[src/rtl/ir_key_led_ctrl.sv]
// ir_key_led_ctrl: checks NEC IR frames, decodes the key byte and drives a registered 18-bit LED bank.
// Define IR_ADDR_CHECK_EN to also require frame[15:0] == ADDR_CODE.
module ir_key_led_ctrl #(
    parameter int          HOLDOFF_CYC = 5_000_000,
    parameter logic [15:0] ADDR_CODE   = 16'h00FF,
    parameter logic [7:0]  KEY_SHIFT1  = 8'h1E,
    parameter logic [7:0]  KEY_SHIFT0  = 8'h1B,
    parameter logic [7:0]  KEY_INVERT  = 8'h1F,
    parameter logic [7:0]  KEY_MUTE    = 8'h0C
) (
    input  logic        iCLK,
    input  logic        iRST,
    input  logic        iDATA_READY,
    input  logic [31:0] iDATA,
    output logic [17:0] oLEDR,
    output logic [7:0]  oKEY,
    output logic        oKEY_VALID,
    output logic        oERR,
    output logic        oMUTED
);
    typedef enum logic [1:0] {IDLE, CHECK, APPLY, HOLDOFF} state_t;
    localparam int LAST = HOLDOFF_CYC > 0 ? HOLDOFF_CYC - 1 : 0;
    localparam int CW   = LAST > 0 ? $clog2(LAST + 1) : 1;
    state_t        state_q;
    logic          rdy_q, ph_q, frame_ok;
    logic [31:0]   frame_q;
    logic [CW-1:0] cnt_q;
    logic [17:0]   saved_q, led_d;
    logic [7:0]    key;
    assign key = frame_q[23:16];
`ifdef IR_ADDR_CHECK_EN
    assign frame_ok = frame_q[31:24] == ~key && frame_q[15:0] == ADDR_CODE;
`else
    assign frame_ok = frame_q[31:24] == ~key;
    logic unused_addr;
    assign unused_addr = ^{frame_q[15:0], ADDR_CODE};
`endif
    // Non-mute keys are frozen out while muted; mute itself is handled in APPLY.
    always_comb
        led_d = oMUTED ? oLEDR :
                key == KEY_SHIFT1 ? {oLEDR[16:0], 1'b1} :
                key == KEY_SHIFT0 ? {oLEDR[16:0], 1'b0} :
                key == KEY_INVERT ? ~oLEDR : oLEDR;
    always_ff @(posedge iCLK or posedge iRST) begin
        if (iRST) begin
            state_q    <= IDLE;
            rdy_q      <= 1'b0;
            ph_q       <= 1'b0;
            frame_q    <= '0;
            cnt_q      <= '0;
            saved_q    <= '0;
            oLEDR      <= '0;
            oKEY       <= '0;
            oKEY_VALID <= 1'b0;
            oERR       <= 1'b0;
            oMUTED     <= 1'b0;
        end else begin
            rdy_q      <= iDATA_READY;
            oKEY_VALID <= 1'b0;
            oERR       <= 1'b0;
            case (state_q)
                IDLE: if (iDATA_READY && !rdy_q) begin
                    frame_q <= iDATA;
                    state_q <= CHECK;
                end
                // Two cycles in CHECK place oERR two edges after the latch.
                CHECK: begin
                    ph_q <= !ph_q;
                    if (ph_q) begin
                        state_q <= frame_ok ? APPLY : IDLE;
                        oERR    <= !frame_ok;
                    end
                end
                APPLY: begin
                    oKEY       <= key;
                    oKEY_VALID <= 1'b1;
                    cnt_q      <= '0;
                    state_q    <= HOLDOFF;
                    if (key == KEY_MUTE) begin
                        if (!oMUTED) saved_q <= oLEDR;
                        oLEDR  <= oMUTED ? saved_q : '0;
                        oMUTED <= !oMUTED;
                    end else
                        oLEDR <= led_d;
                end
                HOLDOFF: if (cnt_q >= CW'(LAST)) state_q <= IDLE;
                         else cnt_q <= cnt_q + 1'b1;
                default: state_q <= IDLE;
            endcase
        end
    end
endmodule

[config.mk]
export PLATFORM = sky130hd
export DESIGN_NAME = ir_key_led_ctrl
export DESIGN_NICKNAME = d
export VERILOG_FILES = /design/src/rtl/ir_key_led_ctrl.sv
export SDC_FILE = /design/constraint.sdc
export NUM_CORES = 1
export LEC_CHECK = 0
export ABC_AREA = 1
export BUFFER_PORTS_ARGS = -buffer_cell sky130_fd_sc_hd__buf_4
export CORE_MARGIN = 5
export CORE_UTILIZATION = 60
export CTS_CLUSTER_DIAMETER = 50
export DETAILED_ROUTE_END_ITERATION = 7
export GPL_TIMING_DRIVEN = 0
export PLACE_DENSITY = 0.83
export SLEW_MARGIN = 20
export SYNTH_ARGS = -nofsm -noshare
export SYNTH_HDL_FRONTEND = slang
export SYNTH_SLANG_ARGS = --single-unit
[constraint.sdc]
create_clock -name iCLK -period 4.9 [get_ports iCLK]
set_input_delay 0.98 -clock iCLK [delete_from_list [all_inputs] [get_ports iCLK]]
set_output_delay 0.98 -clock iCLK [all_outputs]
set_load 0.05 [all_outputs]
==> reports/results.ini <==
[synthesis]
synth-edff-count=0
ys_types=38
synth-seq-area-share=0.4662
synth.avg_cell_area_um2=8.258
postSynthNetCount=621
yosysWarningCount=0
syn_area_mm2=0.004831
async_flop_share=1.000
synth_ff_type=dfrtp_1
synthCells=585
ys_seq_elements=90

[setup_path]
crit_chain=buf_4
crit_buf_inv=1
ff2ff_setup_slack_ns=2.90
cp.arrival_ns=1.10
crit_type=reg -> out
cp-start-kind=register
path_delay_family=flip-flops
crit_path_max_fanout=5
crit_path_top_delay_cell=dfrtp_1
required_ns=3.92
cp-end-kind=output port
max_stage_delay_ns=0.49

[sta]
fin_crit_ns=2.076
relSlewSlack=0.6417
drv_slew=0
worst_pin_slew_ns=0.5374
fin_skew_ns=0.01778
min_period_over_period=0.4237
hold_viol_final=0
whs_ns=0.5056
grt_setup_unrepaired=no
fin_setup_tns_ns=0
timing.fmax_mhz=481.7
setup_violations=0

[clock_network]
root_buffer=clkbuf_8
ctsResizeCount=0
clockBufferDepth=2
post_cts_buffers=0
cts_tree=yes
cts_num_sinks=90
clk_pin_slew_worst_paths_ns=0.10
cts_buffers=9
htreeDepth=3
clk_latency_ns=0.36
cts_hold_buffers=0

[hold_path]
min_path_type=reg -> reg

[floorplanning]
placementRows=32
dieArea_mm2=0.009946
die_w_um=99.73
start_util=0.6219
core_mm2=0.007767
io_pins=64
fp.dieH_um=99.73

[drt]
drt_drc_violations_left=0
drt_iter0_drc=286
vias=4164
firstDrtPassIters=5
routed_wl_um=11130
viasPerCell=5.545
postRouteAntennaNets=0
avgRoutedWirePerCell_um=14.82

[place]
dp_hpwl_um=8112
gp_congestion=0.9687
io_buffers=47

[layout]
syn_to_final_growth_pct=14.71
drive_gt1_frac=0.1911
final_common_cell=nand2_1
n_antenna_cell=0
register_area_mm2=0.002252
final_nets=680
fill_cells=610
final_cell_mix=162 x nand2_1, 90 x dfrtp_1, 54 x nor2_1
multi_input_area_mm2=0.002232

[grt]
grt-ovfl-total=0
grt_max_degree=50
antenna_found_initial=0
grt_usage=0.2307
grt_pass1_wl_um=18600
grt_pass1_vias=3989

[run]
drv_cap=0

[power]
p_leak_nw=2.645
ir_worst_vdd_v=0.0003497
p_per_area_mw_per_mm2=441.9

[status]
status=completed

-- flip-flops by register name, summed over array words and instances, names as in the netlist, named ones only --
register and cells:
cnt_q 23, frame_q 16, oERR 1, oKEY 8
oKEY_VALID 1, oLEDR 18, oMUTED 1, ph_q 1
rdy_q 1, saved_q 18, state_q 1
-- routing by layer --
layer	share of wire	GRT usage	routed length (um)	vias up
li1	-	-	-	2016
met1	0.44	0.3121	4854	1965
met2	0.48	0.3720	5358	159
met3	0.066	0.04769	730	24
met4	0.017	0.07458	187	0
met5	0	0	0	-
-- cells in the mapped netlist, types with 3 or more instances --
library cell / instances / area share
clkbuf_1: 6 / 0.0047
buf_2: 8 / 0.0083
inv_1: 38 / 0.030
dfrtp_1: 90 / 0.47
nor2_1: 54 / 0.042
mux2_4: 15 / 0.047
nand4_1: 14 / 0.018
nand3_1: 40 / 0.041
xor2_1: 21 / 0.038
o21ai_0: 30 / 0.031
inv_2: 6 / 0.0047
mux2_2: 9 / 0.021
nand2_2: 3 / 0.0039
a21oi_1: 29 / 0.030
buf_4: 3 / 0.0047
o21ai_1: 12 / 0.012
nor3_1: 17 / 0.018
buf_6: 7 / 0.016
nand2_1: 162 / 0.13
-- final cells by class --
type | count | share of cell area
buffer | 25 | 0.03048
clock buffer | 10 | 0.02303
clock inverter | 6 | 0.01310
inverter | 47 | 0.03251
multi-input combinational | 423 | 0.4028
sequential | 90 | 0.4064
tap | 102 | 0.02303
timing repair buffer | 48 | 0.06864
-- logic make-up (layout without fill, tap and decap cells) --
group | after synthesis | in the layout | synth area share
AOI/OAI and AO/OA | 78 | 78 | 0.08754
xor gates and xnor gates | 22 | 22 | 0.03989
adders and majority gates | 1 | 1 | 0.002590
buffers and inverters | 72 | 136 | 0.07174
DFF | 90 | 90 | 0.4662
muxes | 24 | 24 | 0.06760
and+or+nand+nor | 298 | 298 | 0.2644
-- per-stage QoR --
step                      instances  total power, mW  utilization  setup WS (ns)  area [um2]
after floorplan                 585            1.668            -          1.585        4831
after global placement          734            1.903       0.6838         0.5714        5311
after detailed placement        735            1.946       0.6877          2.785        5341
after CTS                       751            2.465       0.7134          2.807        5542
after global routing            751            2.585       0.7134          2.723        5542
final                           751            2.449       0.7134          2.824        5542
-- path summary, 6_finish.rpt --
| path | depth (start not counted) | from | to |
|---|---|---|---|
| max reg2reg | 8 | cnt_q[0]$_DFFE_PP0P_ | cnt_q[16]$_DFFE_PP0P_ |
| min in group asynchronous | 2 | iRST | frame_q[19]$_DFFE_PP0P_ |
| max | 1 | oLEDR[0]$_DFFE_PP0P_ | oLEDR[0] |
| min reg2reg | 2 | oKEY[6]$_DFFE_PP0P_ | oKEY[6]$_DFFE_PP0P_ |
| max in group asynchronous | 3 | iRST | cnt_q[1]$_DFFE_PP0P_ |
| min | 2 | oKEY[6]$_DFFE_PP0P_ | oKEY[6]$_DFFE_PP0P_ |
-- power breakdown --
part           internal [mW]  total, mW  switching (mW)
combinational          0.289      0.865           0.577
sequential             0.897       1.06           0.168
clock                  0.243      0.518           0.275
total                   1.43       2.45            1.02
No activity file was read; power rests on OpenSTA's default activity.
